--- config.mk ---
export PLATFORM = sky130hd
export DESIGN_NAME = lsu_mem_port
export DESIGN_NICKNAME = d
export VERILOG_FILES = /design/src/rtl/lsu_mem_port.sv
export SDC_FILE = /design/constraint.sdc
export NUM_CORES = 1
export LEC_CHECK = 0
export ABC_AREA = 0
export CORE_MARGIN = 2
export CORE_UTILIZATION = 45
export DETAILED_ROUTE_END_ITERATION = 10
export PLACE_DENSITY = 0.79
export SYNTH_ARGS = -nofsm -noshare
export SYNTH_HDL_FRONTEND = slang
export SYNTH_SLANG_ARGS = --single-unit
--- constraint.sdc ---
create_clock -name clk -period 2.75 [get_ports clk]
set_input_delay 0.55 -clock clk [delete_from_list [all_inputs] [get_ports clk]]
set_output_delay 0.55 -clock clk [all_outputs]
set_load 0.005 [all_outputs]
--- src/rtl/lsu_mem_port.sv ---
// lsu_mem_port: load/store initiator for the byte-addressable memory block.
//
// Takes one load or store at a time from the memory stage over a valid/ready
// handshake. Sub-word stores become read-modify-write, because the memory
// always writes four bytes. Load data is sign- or zero-extended, and each
// request gets exactly one single-cycle response pulse.
//
// Ports:
//   clk, rst                 single clock, synchronous active-high reset
//   req_valid_i/req_ready_o  request handshake (ready only in IDLE)
//   req_addr_i               byte address
//   req_wdata_i              store data, low-aligned
//   req_we_i                 1 = store, 0 = load
//   req_funct3_i             RV32I width/sign code
//   rsp_valid_o              one-cycle response pulse
//   rsp_rdata_o, rsp_err_o   registered response payload, held until next response
//   mem_addr_o, mem_data_o   address/write data to memory (0 when not enabled)
//   mem_read_en_o            memory read strobe (RD state)
//   mem_write_en_o           memory write strobe (WR state)
//   mem_data_i               read data from memory
//   mem_data_vld_i           read data valid from memory
//
// Configuration macro: LSU_ALIGN_CHECK_EN. When it is defined, misaligned
// halfword and word requests are rejected with an error response and no
// memory access. When it is undefined, those requests go to memory as-is.

module lsu_mem_port #(
    parameter int AWIDTH  = 32,
    parameter int DWIDTH  = 32,
    parameter int TIMEOUT = 16
) (
    input  logic              clk,
    input  logic              rst,
    input  logic              req_valid_i,
    output logic              req_ready_o,
    input  logic [AWIDTH-1:0] req_addr_i,
    input  logic [DWIDTH-1:0] req_wdata_i,
    input  logic              req_we_i,
    input  logic [2:0]        req_funct3_i,
    output logic              rsp_valid_o,
    output logic [DWIDTH-1:0] rsp_rdata_o,
    output logic              rsp_err_o,
    output logic [AWIDTH-1:0] mem_addr_o,
    output logic [DWIDTH-1:0] mem_data_o,
    output logic              mem_read_en_o,
    output logic              mem_write_en_o,
    input  logic [DWIDTH-1:0] mem_data_i,
    input  logic              mem_data_vld_i
);

    typedef enum logic [1:0] {IDLE, RD, WR, RESP} state_t;

    localparam int CW = $clog2(TIMEOUT + 1);

    state_t            state_q, state_d;
    logic [AWIDTH-1:0] addr_q;
    logic [DWIDTH-1:0] wdata_q;
    logic              we_q;
    logic [2:0]        funct3_q;
    logic [DWIDTH-1:0] rbuf_q;
    logic [CW-1:0]     wait_q;
    logic [DWIDTH-1:0] rsp_rdata_q, rsp_rdata_d;
    logic              rsp_err_q, rsp_err_d;
    logic              rsp_load;
    logic              legal, misaligned;

    // Legal codes: loads LB/LH/LW/LBU/LHU, stores SB/SH/SW.
    assign legal = req_we_i ? (req_funct3_i inside {3'b000, 3'b001, 3'b010})
                            : (req_funct3_i inside {3'b000, 3'b001, 3'b010, 3'b100, 3'b101});

`ifdef LSU_ALIGN_CHECK_EN
    // funct3[1:0] is 01 for halfwords and 10 for words. Illegal codes that
    // share those bits have already been rejected by the legal check.
    assign misaligned = ((req_funct3_i[1:0] == 2'b01) && req_addr_i[0]) ||
                        ((req_funct3_i[1:0] == 2'b10) && (req_addr_i[1:0] != 2'b00));
`else
    assign misaligned = 1'b0;
`endif

    // The memory returns bytes addr..addr+3 in [7:0]..[31:24], so the low
    // bytes are always the addressed ones and no lane shifting is needed.
    function automatic logic [DWIDTH-1:0] extend(input logic [2:0] f3, input logic [DWIDTH-1:0] d);
        case (f3)
            3'b000:  extend = {{24{d[7]}}, d[7:0]};
            3'b001:  extend = {{16{d[15]}}, d[15:0]};
            3'b100:  extend = {24'b0, d[7:0]};
            3'b101:  extend = {16'b0, d[15:0]};
            default: extend = d;
        endcase
    endfunction

    function automatic logic [DWIDTH-1:0] merge(input logic [2:0] f3, input logic [DWIDTH-1:0] rb,
                                                input logic [DWIDTH-1:0] wd);
        case (f3[1:0])
            2'b00:   merge = {rb[31:8], wd[7:0]};
            2'b01:   merge = {rb[31:16], wd[15:0]};
            default: merge = wd;
        endcase
    endfunction

    // NOTE: every signal assigned in this block gets a default first, so no
    // path through the case statement leaves a value held and no latch is inferred.
    always_comb begin
        state_d     = state_q;
        rsp_load    = 1'b0;
        rsp_rdata_d = '0;
        rsp_err_d   = 1'b0;
        case (state_q)
            IDLE: begin
                if (req_valid_i) begin
                    if (!legal || misaligned) begin
                        state_d   = RESP;
                        rsp_load  = 1'b1;
                        rsp_err_d = 1'b1;
                    end else if (req_we_i && req_funct3_i == 3'b010) begin
                        state_d = WR;
                    end else begin
                        state_d = RD;   // loads, plus SB/SH for read-modify-write
                    end
                end
            end
            RD: begin
                if (mem_data_vld_i) begin
                    if (we_q) begin
                        state_d = WR;
                    end else begin
                        state_d     = RESP;
                        rsp_load    = 1'b1;
                        rsp_rdata_d = extend(funct3_q, mem_data_i);
                    end
                end else if (wait_q == CW'(TIMEOUT - 1)) begin
                    state_d   = RESP;
                    rsp_load  = 1'b1;
                    rsp_err_d = 1'b1;
                end
            end
            WR: begin
                state_d  = RESP;
                rsp_load = 1'b1;
            end
            RESP:    state_d = IDLE;
            default: state_d = IDLE;
        endcase
    end

    // NOTE: all sequential state uses non-blocking assignments, so every
    // register samples the values from before the clock edge.
    always_ff @(posedge clk) begin
        if (rst) begin
            state_q     <= IDLE;
            addr_q      <= '0;
            wdata_q     <= '0;
            we_q        <= 1'b0;
            funct3_q    <= '0;
            rbuf_q      <= '0;
            wait_q      <= '0;
            rsp_rdata_q <= '0;
            rsp_err_q   <= 1'b0;
        end else begin
            state_q <= state_d;
            if (state_q == IDLE && req_valid_i) begin
                addr_q   <= req_addr_i;
                wdata_q  <= req_wdata_i;
                we_q     <= req_we_i;
                funct3_q <= req_funct3_i;
            end
            if (state_q == RD) begin
                if (mem_data_vld_i) begin
                    rbuf_q <= mem_data_i;
                    wait_q <= '0;
                end else begin
                    wait_q <= wait_q + 1'b1;
                end
            end else begin
                wait_q <= '0;
            end
            if (rsp_load) begin
                rsp_rdata_q <= rsp_rdata_d;
                rsp_err_q   <= rsp_err_d;
            end
        end
    end

    // Outputs are also gated by rst. The reset cycle itself therefore
    // shows no handshake, no memory strobe and no response, whatever state
    // the FSM was in before the reset.
    assign req_ready_o    = (state_q == IDLE) && !rst;
    assign rsp_valid_o    = (state_q == RESP) && !rst;
    assign rsp_rdata_o    = rst ? '0 : rsp_rdata_q;
    assign rsp_err_o      = rsp_err_q && !rst;
    assign mem_read_en_o  = (state_q == RD) && !rst;
    assign mem_write_en_o = (state_q == WR) && !rst;
    assign mem_addr_o     = (mem_read_en_o || mem_write_en_o) ? addr_q : '0;
    assign mem_data_o     = mem_write_en_o ? merge(funct3_q, rbuf_q, wdata_q) : '0;

endmodule

# [After elaboration in Yosys (flattened, before gate mapping)]
# Cells that the tools add are included.
[op_classes] addsub=1 n_eq_ne=14 n_mux=24 n_bitwise=1 n_reduce_logical=18
[ops] op="two-way mux 32 bit" n=6
[ops] op="one-hot mux 32 bit (4 select lines)" n=1
[ops] op="one-hot mux 32 bit (2 select lines)" n=1
[ops] op="== test 3 bit (second input constant)" n=4
[ops] op="two-way mux 2 bit" n=5
[ops] op="two-way mux 1 bit" n=8
[ops] op="one-hot mux 2 bit (4 select lines)" n=1
[ops] op="logical AND 1 bit" n=7
[ops] op="== test 3 x 1 -> 1 bit (second input constant)" n=2
[ops] op="logical NOT 3 bit" n=2
[ops] op="adder 5 x 1 -> 5 bit (second input constant)" n=1
[ops] op="== test 5 x 4 -> 1 bit (second input constant)" n=1
[ops] op="nonzero test 5 bit" n=1
[ops] op="== test 2 x 1 -> 1 bit (second input constant)" n=2
[ops] op="== test 2 bit (second input constant)" n=2
[ops] op="logical NOT 2 bit" n=2
[ops] op="AND reduction 2 bit" n=2
[ops] op="== test 3 x 2 -> 1 bit (second input constant)" n=1
[ops] op="inequality test 3 bit (second input constant)" n=1
[ops] op="one-hot mux 1 bit (3 select lines)" n=1
[ops] op="nonzero test 3 bit" n=1
[ops] op="OR reduction 3 bit" n=1
[ops] op="inequality test 2 bit (second input constant)" n=1
[ops] op="one-hot mux 1 bit (2 select lines)" n=1
[ops] op="3 further kinds" n=3
[word_totals] register_bits=140 in_bits=104 out_inout_bits=101 wordCells=67

# [Depth between registers and ports, before layout]
# Gate-level depths: netlist (run 1).
[depth] depth_word=6 mapped_depth=9 ltp_nobuf=7

# [Worst setup path after synthesis (run 1)]
# Ideal clock, no wire load.
[synth_path] path_kind="reg2reg" start="register wait_q[0]" end="register rsp_rdata_q[30]" setup_ns=0.129 arrival_time_ns=2.033 required_ns=2.621 slack_ns=0.587 path_stages_with_launch=10 path_buffers=2 synth_period_minus_slack_ns=2.163 cell_sequence="dfxtp_1 ha_1 and3_1 ha_1 or2_1 a221oi_2 or2_1 buf_4 buf_6 o31ai_1"
[synth_via] elab_chain_cells=4
[synth_rtl] item="start, declared" line_no="61" text="logic [CW-1:0] wait_q;"
[synth_rtl] item="start signal, assigned" line_no="172" text="wait_q <= wait_q + 1'b1;"
[synth_rtl] item="== test 5 x 4 -> 1 bit" line_no="131" text="end else if (wait_q == CW'(TIMEOUT - 1)) begin"
[synth_rtl] item="two-way mux 1 bit" line_no="131"
[synth_rtl] item="two-way mux 1 bit" line_no="123" text="if (mem_data_vld_i) begin"
[synth_rtl] item="one-hot mux 1 bit (3 select lines)" line_no="108" text="case (state_q)"
[synth_rtl] item="end signal, assigned" line_no="178" text="rsp_rdata_q <= rsp_rdata_d;"
[synth_rtl] item="end, declared" line_no="62" text="logic [DWIDTH-1:0] rsp_rdata_q, rsp_rdata_d;"
# No other way between the ends.
# A chain may end at the register's enable or synchronous reset.

# [Worst setup path after layout (run 1)]
[layout_path] start="register state_q[1]" end="output port mem_addr_o[5]"
[layout_via] elab_chain_cells=4 elab_cells_between_ends=6 cone_classes="2 x eq/ne; 1 x mux; 3 x reduce/logical"
[layout_rtl] item="start, declared" line_no="55" text="state_t state_q, state_d;"
[layout_rtl] item="start signal, assigned" line_no="160" text="state_q <= state_d;"
[layout_rtl] item="== test 2 x 1 -> 1 bit or == test 2 bit (tied branches)" line_no="191, 192"
[layout_rtl] item="logical AND 1 bit (on tied branches)" line_no="191, 192"
[layout_rtl] item="logical OR 1 bit (*)" line_no="193" text="assign mem_addr_o = (mem_read_en_o || mem_write_en_o) ? addr_q : '0;"
[layout_rtl] item="two-way mux 32 bit (*)" line_no="193"
[layout_rtl] item="end, declared" line_no="43" text="output logic [AWIDTH-1:0] mem_addr_o,"
# Every way passes the cells marked *; elsewhere a longest branch is shown, timed or not.

==> results.env, run 1 <==
GRT_PASS1_WL_UM=26500
CRITPATHCAPTURETYPE='primary output'
FINAL_LAYOUT_SIZE_SUFFIX_GT1_FRAC=0.0753
DRT_FIRST_ITER_VIOLATIONS=375
DIE-HEIGHT_UM=117
SYNTH.AREA.TOP_CELLS='sky130_fd_sc_hd__dfxtp_1 46%, sky130_fd_sc_hd__nand2_1 14%, sky130_fd_sc_hd__a21oi_1 9.5%, sky130_fd_sc_hd__nor2b_1 8.9%, sky130_fd_sc_hd__mux2i_1 2.9%'
FP-ROW-COUNT=41
ROUTED-VIA-COUNT=5721
YS_TYPES=42
LAYOUT_WORST_PATH_CYCLE_SHARE=0.955
TOTAL_LENGTH_OF_ROUTED_WIRES_UM=16500
FP.DIEW_UM=117
SYNTH-ASYNC-RESET-RATIO=0
VDD_DROP_MAX_mV=0.517
CRITPATHMAXFANOUT=10
PORTBUFFERS=204
FLOORPLAN.INITIALDENSITY=0.461
SYNTH.YOSYS.WARNINGS=0
FINAL_CRITICAL_PATH_SETUP_SLACK_PS=124
TOTAL_CORE_AREA_SQ_UM=12600
TRITONCTS='done'
SYNTHESIZED_NETLIST_NET_COUNT=861
PRECTSSETUPSLACK_PS=-198
DRC=0
ANTENNA_FOUND_INITIAL=0
HTREE_LEVELS=4
FIRST_GLOBAL_VIAS=5414
GLOBAL_ROUTE.OVERFLOW_TOTAL=0
AREA_GROWTH_SYN_TO_LAYOUT_PCT=48.9
GRT_SETUP_UNREPAIRED='no'
SYNTH_EDF_COUNT=0
POST_DRT_VIA_CELL_RATIO=5.07
WORST_CLOCK_SKEW_PS=6.66
NETLIST.AREA_LEADER.SHARE=0.456
TIMING.SETUP.CRITICAL_PATH_CLASS='reg2out'
POWER_LEAKAGE_nW=3.12
FINAL-INSTANCE-COUNT-EXCL-FILL=1128
FIN_MAX_SLEW_VIOS=0
CLOCK_TREE.BUFFER_DEPTH=2
FINAL_CORE_UTILIZATION=0.686
DETAILED_PLACE_HPWL_UM=11200
TIMING.FINAL.CRIT_PERIOD_PS=2630
TIGHTESTPINTRANSITION_PS=825
REQUIRED_PS=2200
PLACE.DETAILED.INSTANCES=1096
CLASS_OF_THE_MOST_CRITICAL_HOLD_TIMING_PATH='reg2reg'
WORST_SKEW_PAIR.LATE_LATENCY_PS=410
FILLERS=1054
DETAIL_ROUTE.WL_PER_CELL_UM=14.6
CTS_ROOT_BUF='sky130_fd_sc_hd__clkbuf_16'
CAP_VIOL_MAX_COUNT=0
COMBINED_GLOBAL_ROUTE_UTILIZATION_OF_ALL_METAL_LAYERS=0.237
DIE-AREA_SQ_UM=13800
ROUTE.ANTENNA.REMAINING_NETS=0
NUMCLOCKSINKS=132
LAYOUT.NETS=1055
DESIGN.PORTCOUNT=205
FINAL_WEIGHTED_CONGESTION_OF_ROUTABILITY_DRIVEN_GLOBAL_PLACEMENT=0.843
CELL_COUNT_OF_THE_WORST_REG_TO_REG_PATH=8
OUTCOME='completed'
DIODES=0
MULTI_INPUT_GATE_AREA_SQ_UM=2920
TIMING.FINAL.HOLD_VIOLATIONS=0
POST_ROUTE_WORST_HOLD_SLACK_PS=446
WORST_HOLD_PATH.NUM_CELLS=2
CLK_PIN_SLEW_PS=50
SEQCELLAREA_SQ_UM=2640
CRITICAL_PATH_ARRIVAL_PS=2080
POSTSYNTHREGISTERBITS=132
SYNTHFLOPTYPE='sky130_fd_sc_hd__dfxtp_1'
SYN-CELL-AREA_SQ_UM=5790
CRIT_PATH_START_KIND='register'
NETLIST_INSTANCES=751
POWER_DENSITY_nW_PER_UM2=727
SYNTHESIS.AREA_PER_INSTANCE_SQ_UM=7.71
MAX_CLOCK_FREQ_MHz=381
CTS_INSERTED_BUFFERS=17
DRT_PRE_ANTENNA_ITERS=4
GRT_START_MAX_NET_PINS=81
CELL_TAKING_THE_MOST_AREA_AFTER_SYNTHESIS='sky130_fd_sc_hd__dfxtp_1'
REPORT.FINAL.SETUP_VIOL=0
SYNTH.YOSYS.SEQ_AREA_SHARE=0.456
SLEW_HEADROOM=0.450
REPORT.POWER.TOTAL_W=0.00627
==> power by group <==
group	switching [W]	internal, W
clock	0.000763	0.00132
sequential	0.000120	0.00217
combinational	0.00107	0.000825
total	0.00196	0.00431
==> layout by cell type, fill, tap and decap left out, types with 2 or more instances in the layout <==
cell type / n
sky130_fd_sc_hd__nand2_1: 219
sky130_fd_sc_hd__clkdlybuf4s50_1: 201
sky130_fd_sc_hd__dfxtp_1: 132
sky130_fd_sc_hd__a21oi_1: 110
sky130_fd_sc_hd__nor2b_1: 82
sky130_fd_sc_hd__o21ai_0: 25
sky130_fd_sc_hd__nor2_1: 23
sky130_fd_sc_hd__buf_4: 23
sky130_fd_sc_hd__mux2i_1: 17
sky130_fd_sc_hd__o31ai_1: 17
sky130_fd_sc_hd__clkbuf_16: 17
sky130_fd_sc_hd__and2_1: 9
sky130_fd_sc_hd__mux2_2: 8
sky130_fd_sc_hd__o21ai_1: 8
sky130_fd_sc_hd__inv_1: 6
sky130_fd_sc_hd__ha_1: 6
sky130_fd_sc_hd__clkbuf_1: 4
sky130_fd_sc_hd__clkinv_2: 4
sky130_fd_sc_hd__clkbuf_8: 4
sky130_fd_sc_hd__nand2b_1: 3
sky130_fd_sc_hd__buf_12: 3
sky130_fd_sc_hd__nor2_2: 2
sky130_fd_sc_hd__nor2_4: 2
sky130_fd_sc_hd__or2_1: 2
sky130_fd_sc_hd__a21o_1: 2
sky130_fd_sc_hd__nand3b_1: 2
sky130_fd_sc_hd__dlymetal6s2s_1: 2
==> sequential cells by signal (all words and copies together), names as in the netlist <==
name,count
addr_q,32
wdata_q,32
we_q,1
funct3_q,3
wait_q,5
rsp_rdata_q,32
rbuf_q,24
state_q,2
rsp_err_q,1
==> routing by layer <==
metal | global-route usage | wire length [um]
met1 | 0.285 | 6850
met2 | 0.395 | 7940
met3 | 0.0717 | 1150
met4 | 0.102 | 528
met5 | 0 | 0
==> repair_timing <==
action                                  4_1_cts  5_1_grt
buffers inserted                              1        0
hold buffers                                  0        0
gates resized for setup                       2        5
endpoints found under the setup margin       32       24
cloned                                        1        0
pin swaps                                     1        0
==> cells by family (layout without fill, tap and decap cells) <==
logic type,count (synthesis),after routing,share of synthesized area
xor+xnor,2,2,0.00302
flops,132,132,0.456
fa+ha+maj,6,6,0.0130
buf+inv,63,267,0.0456
compound gates,170,170,0.161
simple gates,353,354,0.276
mux,25,25,0.0449
==> per-stage QoR <==
| stage | instance area [sq um] | TNS, ps |
|---|---|---|
| CTS | 8610 | 0 |
| global placement | 8030 | -1430 |
| detailed placement | 8030 | -1800 |
| global route | 8630 | 0 |
| finish | 8630 | 0 |
| floorplan | 5790 | 0 |
==> final cells by class <==
cell class / count / share of cell area
Inverter: 7 / 0.00305
Clock inverter: 5 / 0.00580
Clock buffer: 25 / 0.0574
Sequential cell: 132 / 0.306
Timing Repair Buffer: 230 / 0.264
Tap cell: 172 / 0.0249
Multi-Input combinational cell: 557 / 0.338
==> critical path: stages, from the launching register on <==
cell	delay, ps
sky130_fd_sc_hd__dfxtp_1	320
sky130_fd_sc_hd__inv_1	70
sky130_fd_sc_hd__ha_1	160
sky130_fd_sc_hd__nor2b_4	250
sky130_fd_sc_hd__nor2_4	90
sky130_fd_sc_hd__buf_6	140
sky130_fd_sc_hd__nor2b_1	120
sky130_fd_sc_hd__clkdlybuf4s50_1	510
==> synth_stat cells, types with 3 or more instances <==
master                     count
sky130_fd_sc_hd__nor2_1       25
sky130_fd_sc_hd__and2_1       10
sky130_fd_sc_hd__mux2_2        8
sky130_fd_sc_hd__o21ai_0      25
sky130_fd_sc_hd__buf_1         6
sky130_fd_sc_hd__o21ai_1       8
sky130_fd_sc_hd__nand2_1     220
sky130_fd_sc_hd__nand2b_1      3
sky130_fd_sc_hd__clkbuf_1     42
sky130_fd_sc_hd__a21oi_1     110
sky130_fd_sc_hd__dfxtp_1     132
sky130_fd_sc_hd__o31ai_1      17
sky130_fd_sc_hd__mux2i_1      17
sky130_fd_sc_hd__buf_2         4
sky130_fd_sc_hd__nor2b_1      82
sky130_fd_sc_hd__ha_1          6
sky130_fd_sc_hd__inv_1         6
==> worst paths after layout <==
check	startpoint	end	slack, ps
max reg2reg	wait_q[0]$_SDFF_PP0_	rsp_err_q$_SDFFE_PP0P_	430
min	addr_q[9]$_SDFFE_PP0P_	addr_q[9]$_SDFFE_PP0P_	450
max	state_q[1]$_SDFFE_PP0P_	mem_addr_o[5]	120
min reg2reg	addr_q[9]$_SDFFE_PP0P_	addr_q[9]$_SDFFE_PP0P_	450
Note: power is estimated with default switching activity, not from simulation.
==> inputs of run 2 (changes only) <==
--- a/config.mk
+++ b/config.mk
@@ -6,10 +6,11 @@
 export NUM_CORES = 1
 export LEC_CHECK = 0
 export ABC_AREA = 0
-export CORE_MARGIN = 2
+export CAP_MARGIN = 20
 export CORE_UTILIZATION = 45
 export DETAILED_ROUTE_END_ITERATION = 10
 export PLACE_DENSITY = 0.79
+export RECOVER_POWER = 50
 export SYNTH_ARGS = -nofsm -noshare
 export SYNTH_HDL_FRONTEND = slang
 export SYNTH_SLANG_ARGS = --single-unit
==> results.env, run 2 (synthesis gave the netlist of run 1 again) <==
FINAL_CELL_AREA_SQ_UM=8610  # -0.17%
OUTCOME='completed'
LAYOUT_COMMONEST_CELL='sky130_fd_sc_hd__nand2_1'
TIMING.SETUP.CRITICAL_PATH_CLASS='reg2out'
HOLD_PATH_STARTPOINT='wdata_q[4]$_SDFFE_PP0P_'
FP.DIEW_UM=115  # -1.7%
WORST_CLOCK_SKEW_PS=5.46  # -1.20 ps
CAP_VIOL_MAX_COUNT=0  # unchanged
GLOBAL_ROUTE.OVERFLOW_TOTAL=0  # unchanged
POWER_LEAKAGE_nW=3.09  # -1.1%
COMBINED_GLOBAL_ROUTE_UTILIZATION_OF_ALL_METAL_LAYERS=0.251  # +0.0134
GRT_SETUP_UNREPAIRED='no'
NUMCLOCKSINKS=132  # unchanged
POWER_DENSITY_nW_PER_UM2=728  # +0.12%
DIODES=0  # unchanged
TOTAL_CORE_AREA_SQ_UM=12600  # unchanged
CELL_AREA_REPORTED_AFTER_DETAILED_PLACEMENT_SQ_UM=8060  # +0.37%
FILLERS=1066  # +1.1%
CRITPATHCAPTURETYPE='primary output'
GRT_START_MAX_NET_PINS=86  # +6.2%
FIN_MAX_SLEW_VIOS=0  # unchanged
TIMING.FINAL.HOLD_VIOLATIONS=0  # unchanged
REPORT.POWER.TOTAL_W=0.00627  # about the same
DRC=0  # unchanged
ROUTED-VIA-COUNT=5685  # -0.63%
DETAILED_PLACE_HPWL_UM=11100  # -0.74%
MAX_CLOCK_FREQ_MHz=378  # -0.75%
ANTENNA_FOUND_INITIAL=0  # unchanged
R2R-START='wait_q[0]$_SDFF_PP0_'
TIMING.FINAL.CRIT_PERIOD_PS=2650  # +19.9 ps
POSTCTSHOLDBUFS=0  # unchanged
CRITPATHLAUNCH='state_q[1]$_SDFFE_PP0P_'
CRITICAL_PATH_ARRIVAL_PS=2100  # +20 ps
CTS_INSERTED_BUFFERS=17  # unchanged
TOTAL_LENGTH_OF_ROUTED_WIRES_UM=16300  # -1.0%
CRITPATHMAXFANOUT=11  # +1
CLK_PIN_SLEW_PS=50  # about the same
WORST_SKEW_PAIR.LATE_LATENCY_PS=420  # about the same
TNS_PS=0  # unchanged
FINAL_WEIGHTED_CONGESTION_OF_ROUTABILITY_DRIVEN_GLOBAL_PLACEMENT=0.791  # -6.2%
DESIGN.PORTCOUNT=205  # unchanged
DIE-AREA_SQ_UM=13300  # -3.4%
VDD_DROP_MAX_mV=0.487  # -5.8%
DRT_PRE_ANTENNA_ITERS=4  # unchanged
DRT_FIRST_ITER_VIOLATIONS=444  # +18%
HTREE_LEVELS=4  # unchanged
LAYOUT_WORST_PATH_CYCLE_SHARE=0.962  # +0.00725
LAYOUT.NETS=1057  # +0.19%
CLASS_OF_THE_MOST_CRITICAL_HOLD_TIMING_PATH='reg2reg'
COMMONEST_CELLS_AFTER_ROUTING_FILL_AND_TAPS_ASIDE='220 x sky130_fd_sc_hd__nand2_1, 201 x sky130_fd_sc_hd__clkdlybuf4s50_1, 131 x sky130_fd_sc_hd__dfxtp_1, 110 x sky130_fd_sc_hd__a21oi_1, 82 x sky130_fd_sc_hd__nor2b_1'
DIE-HEIGHT_UM=115  # -1.7%
FLOORPLAN.INITIALDENSITY=0.461  # unchanged
TIGHTESTPINTRANSITION_PS=1000  # +178 ps
TRITONCTS='done'
GRT_PASS1_WL_UM=25600  # -3.6%
REPORT.FINAL.SETUP_VIOL=0  # unchanged
LAYOUT_TOP_REGISTERS='addr_q (32), rsp_rdata_q (32), wdata_q (32)'
REQUIRED_PS=2200  # about the same
DETAIL_ROUTE.WL_PER_CELL_UM=14.4  # -1.4%
FINAL_LAYOUT_SIZE_SUFFIX_GT1_FRAC=0.0708  # -0.00448
CRIT_PATH_START_KIND='register'
FIRST_GLOBAL_VIAS=5246  # -3.1%
ROUTE.ANTENNA.REMAINING_NETS=0  # unchanged
POST_DRT_VIA_CELL_RATIO=5.02  # -0.98%
CTS_ROOT_BUF='sky130_fd_sc_hd__clkbuf_16'
CLOCK_TREE.BUFFER_DEPTH=2  # unchanged
FP-ROW-COUNT=41  # unchanged
SLEW_HEADROOM=0.331  # -0.119
AREA_GROWTH_SYN_TO_LAYOUT_PCT=48.7
PORTBUFFERS=204  # unchanged
-- run 2: cell count changes in the layout (fill, tap and decap cells not counted), moves of 2 or more --
cell / change
sky130_fd_sc_hd__o21ai_0: +6
sky130_fd_sc_hd__or2_1: -2
sky130_fd_sc_hd__clkbuf_1: +7
sky130_fd_sc_hd__or2_0: +2
sky130_fd_sc_hd__o21ai_1: -6
-- run 2: final cells by class --
class                      instances  area, sq um  share of cell area
multi-input combinational        556         2900               0.336
sequential                       132         2640               0.307
timing repair buffer             233         2280               0.264
clock buffer                      28          507              0.0588
tap                              172          215              0.0250
clock inverter                     4         45.0             0.00523
inverter                           7         26.3             0.00305
-- run 2: through the flow --
stage,instances,worst slack (ps),utilization,hold slack (ps)
final,1132,104,0.685,448
after global routing,1132,15.5,0.685,469
after CTS,1132,63.6,0.686,449
after detailed placement,1099,143,0.641,442
after global placement,1098,-200,0.640,434
after floorplan,751,587,-,418
-- run 2: worst max-delay path, cell delays in order (launching register included) --
cell and delay, ps:
sky130_fd_sc_hd__dfxtp_1 320, sky130_fd_sc_hd__inv_1 80, sky130_fd_sc_hd__ha_1 170, sky130_fd_sc_hd__nor2b_4 180
sky130_fd_sc_hd__nor2_4 60, sky130_fd_sc_hd__buf_4 170, sky130_fd_sc_hd__nor2b_1 180, sky130_fd_sc_hd__clkdlybuf4s50_1 530
-- run 2: timing repair --
action,in CTS,in global routing
resized for setup,1,5
setup buffers,1,0
setup endpoints to repair,32,31
pin swaps,1,0
-- run 2: final timing paths --
check | depth (start not counted) | slack [ps] | endpoint
setup reg to reg | 8 | 250 | rsp_err_q$_SDFFE_PP0P_
hold reg to reg | 2 | 450 | wdata_q[4]$_SDFFE_PP0P_
hold / removal | 2 | 450 | wdata_q[4]$_SDFFE_PP0P_
setup / recovery | 7 | 100 | mem_addr_o[31]
-- run 2: metal layers --
layer | vias up | GRT usage | wire, um
li1 | 2841 | - | -
met2 | 175 | 0.407 | 8050
met4 | 0 | 0.106 | 365
met5 | - | 0 | 0
met1 | 2644 | 0.305 | 6690
met3 | 25 | 0.0826 | 1190
-- run 2: power by group --
part           leakage, nW  internal [W]  switching [W]  total (W)
sequential            1.08       0.00217       0.000123    0.00229
clock                0.272       0.00133       0.000778    0.00211
combinational         1.74      0.000810        0.00105    0.00186
total                 3.09       0.00431        0.00195    0.00627
==> inputs of run 3 (changes only) <==
--- a/config.mk
+++ b/config.mk
@@ -9,7 +9,7 @@
 export CAP_MARGIN = 20
 export CORE_UTILIZATION = 45
 export DETAILED_ROUTE_END_ITERATION = 10
-export PLACE_DENSITY = 0.79
+export PLACE_DENSITY = 0.91
 export RECOVER_POWER = 50
 export SYNTH_ARGS = -nofsm -noshare
 export SYNTH_HDL_FRONTEND = slang
==> results.env, run 3 (synthesis gave the netlist of run 1 again) <==
COMBINED_GLOBAL_ROUTE_UTILIZATION_OF_ALL_METAL_LAYERS=0.256  # +0.00510
SEQCELLAREA_SQ_UM=2650  # +0.14%
CP.DEPTH=8  # +1
TIMING.SETUP.CRITICAL_PATH_CLASS='reg2out'
PORTBUFFERS=204  # unchanged
ANTENNA_FOUND_INITIAL=0  # unchanged
CTS_INSERTED_BUFFERS=17  # unchanged
CLK_PIN_SLEW_PS=50  # about the same
REPORT.POWER.TOTAL_W=0.00632  # +0.92%
CTS_ROOT_BUF='sky130_fd_sc_hd__clkbuf_16'
FINAL_CORE_UTILIZATION=0.688  # +0.00249
LAYOUT_WORST_PATH_CYCLE_SHARE=0.963  # about the same
POST_DRT_VIA_CELL_RATIO=5.16  # +2.8%
PATH_CELLS='inv_1, ha_4, nand2b_4, inv_2, nor2_4, clkbuf_16, nor2b_1, clkdlybuf4s50_1'
GLOBAL_ROUTE.OVERFLOW_TOTAL=0  # unchanged
GRT_PASS1_WL_UM=26400  # +3.3%
CP_SLOWEST_CELL='sky130_fd_sc_hd__clkdlybuf4s50_1'
VDD_DROP_MAX_mV=0.472  # -2.9%
OUTCOME='completed'
DETAILED_PLACE_HPWL_UM=11600  # +4.5%
REG2REG_SETUP_SLACK_PS=380  # +130 ps
DIE-HEIGHT_UM=115  # unchanged
FILLERS=1008  # -5.4%
R2R-START='state_q[0]$_SDFFE_PP0P_'
MAX_CLOCK_FREQ_MHz=378  # about the same
GRT_START_MAX_NET_PINS=56  # -35%
TRITONCTS='done'
NUMCLOCKSINKS=132  # unchanged
DRT_PRE_ANTENNA_ITERS=5  # +1
WORST_HOLD_PATH.NUM_CELLS=2  # unchanged
FP-ROW-COUNT=41  # unchanged
PRECTSSETUPSLACK_PS=314  # +170 ps
HTREE_LEVELS=4  # unchanged
CRITPATHCAPTURETYPE='primary output'
REPORT.FINAL.SETUP_VIOL=0  # unchanged
TIMING.FINAL.HOLD_VIOLATIONS=0  # unchanged
REQUIRED_PS=2200  # about the same
CELL_COUNT_OF_THE_WORST_REG_TO_REG_PATH=6  # -2
FIRST_GLOBAL_VIAS=5623  # +7.2%
CRITICAL_PATH_ARRIVAL_PS=2100  # about the same
CRITPATHLAUNCH='state_q[0]$_SDFFE_PP0P_'
COMMONEST_CELLS_AFTER_ROUTING_FILL_AND_TAPS_ASIDE='220 x sky130_fd_sc_hd__nand2_1, 185 x sky130_fd_sc_hd__clkdlybuf4s50_1, 130 x sky130_fd_sc_hd__dfxtp_1, 109 x sky130_fd_sc_hd__a21oi_1, 82 x sky130_fd_sc_hd__nor2b_1'
LAYOUT.NETS=1050  # -0.66%
MULTI_INPUT_GATE_AREA_SQ_UM=2940  # +1.5%
CRITPATHMAXFANOUT=8  # -3
FINAL_LAYOUT_SIZE_SUFFIX_GT1_FRAC=0.0737  # +0.00285
DETAIL_ROUTE.WL_PER_CELL_UM=15.3  # +6.6%
CPLARGESTDELAYFAMILY='buffers and inverters'
WORST_SKEW_PAIR.LATE_LATENCY_PS=410  # about the same
CLASS_OF_THE_MOST_CRITICAL_HOLD_TIMING_PATH='reg2reg'
FIN_MAX_SLEW_VIOS=0  # unchanged
TIGHTESTPINTRANSITION_PS=1320  # +321 ps
FP.DIEW_UM=115  # unchanged
CAP_VIOL_MAX_COUNT=0  # unchanged
POWER_LEAKAGE_nW=3.15  # +1.9%
CRITPATHMAXSTAGEDELAY_PS=440  # -90 ps
DIODES=0  # unchanged
GRT_SETUP_UNREPAIRED='no'
LAYOUT_TOP_REGISTERS='addr_q (32), rsp_rdata_q (32), wdata_q (32)'
LAYOUT_COMMONEST_CELL='sky130_fd_sc_hd__nand2_1'
SLEW_HEADROOM=0.117  # -0.214
DESIGN.PORTCOUNT=205  # unchanged
TOTAL_LENGTH_OF_ROUTED_WIRES_UM=17200  # +5.6%
WORST_CLOCK_SKEW_PS=7.22  # +1.76 ps
FINAL_CRITICAL_PATH_SETUP_SLACK_PS=102  # -2.57 ps
TIMING.CRITICAL_PATH.TO='mem_addr_o[18]'
DRT_FIRST_ITER_VIOLATIONS=470  # +5.9%
REGTOREGENDPOINT='addr_q[16]$_SDFFE_PP0P_'
FLOORPLAN.INITIALDENSITY=0.461  # unchanged
TNS_PS=0  # unchanged
TIMING.FINAL.CRIT_PERIOD_PS=2650  # +2.57 ps
ROUTE.ANTENNA.REMAINING_NETS=0  # unchanged
FINAL_WEIGHTED_CONGESTION_OF_ROUTABILITY_DRIVEN_GLOBAL_PLACEMENT=0.832  # +5.1%
CLOCK_TREE.BUFFER_DEPTH=2  # unchanged
DRC=0  # unchanged
DIE-AREA_SQ_UM=13300  # unchanged
ROUTED-VIA-COUNT=5793  # +1.9%
POWER_DENSITY_nW_PER_UM2=732  # +0.55%
CRIT_PATH_START_KIND='register'
TOTAL_CORE_AREA_SQ_UM=12600  # unchanged
AREA_GROWTH_SYN_TO_LAYOUT_PCT=49.2
CRITICAL_PATH_BUF_INV_COUNT=4  # +1
run 3: changes by cell type in the layout (fill, tap and decap cells not counted), moves of 3 or more:
cell,previous run,this run
sky130_fd_sc_hd__clkbuf_2,0,3
sky130_fd_sc_hd__o21ai_0,31,25
sky130_fd_sc_hd__buf_4,22,9
sky130_fd_sc_hd__clkdlybuf4s50_1,201,185
sky130_fd_sc_hd__clkbuf_1,11,6
sky130_fd_sc_hd__dlygate4sd3_1,1,17
sky130_fd_sc_hd__o21ai_1,2,8
run 3: tightest hold or removal path, cell delays in order (launching register included):
cell                      delay (ps)
sky130_fd_sc_hd__dfxtp_1         300
sky130_fd_sc_hd__nand2_1          50
sky130_fd_sc_hd__a21oi_1          50
run 3: where the power goes:
part	switching, W	internal (W)	total [W]
sequential	0.000140	0.00217	0.00231
combinational	0.00110	0.000852	0.00195
clock	0.000771	0.00129	0.00206
total	0.00201	0.00432	0.00632
run 3: area by class of cell:
class,count,area share
multi-input combinational,556,0.340
sequential,132,0.306
timing repair buffer,226,0.264
clock buffer,23,0.0553
tap,172,0.0249
clock inverter,6,0.00637
inverter,7,0.00304
run 3: per-stage QoR:
stage,hold slack [ps],cells,area (sq um)
2_1_floorplan,418,751,5790
5_1_grt,474,1122,8640
6_report,448,1122,8640
3_5_place_dp,436,1090,8000
4_1_cts,449,1119,8540
3_3_place_gp,429,1090,8000
run 3: routing by layer:
metal / wire length, um / share of wire / global-route usage / vias to the layer above
met2: 8550 / 0.50 / 0.444 / 233
met3: 1140 / 0.066 / 0.0722 / 44
met5: 0 / 0 / 0 / -
met4: 550 / 0.032 / 0.121 / 0
met1: 6970 / 0.41 / 0.291 / 2686
li1: - / - / - / 2830
run 3: worst min-delay path by stage:
| stage | startpoint | end | slack [ps] |
|---|---|---|---|
| final | addr_q[7]$_SDFFE_PP0P_ | addr_q[7]$_SDFFE_PP0P_ | 450 |
| after global routing | wdata_q[12]$_SDFFE_PP0P_ | wdata_q[12]$_SDFFE_PP0P_ | 470 |
| after CTS | addr_q[8]$_SDFFE_PP0P_ | addr_q[8]$_SDFFE_PP0P_ | 450 |
| after detailed placement | wait_q[0]$_SDFF_PP0_ | wait_q[0]$_SDFF_PP0_ | 440 |
| after global placement | wait_q[0]$_SDFF_PP0_ | wait_q[0]$_SDFF_PP0_ | 430 |
| after floorplan | wait_q[0]$_SDFF_PP0_ | wait_q[0]$_SDFF_PP0_ | 420 |
run 3: timing repair:
| item | in CTS | in global routing |
|---|---|---|
| endpoints found under the hold margin | 0 | 0 |
| endpoints found under the setup margin | 33 | 56 |
| gates resized for setup | 3 | 16 |
| hold buffers | 0 | 0 |
| pin swaps | 0 | 1 |
| gates cloned | 0 | 3 |
| setup buffers | 0 | 0 |
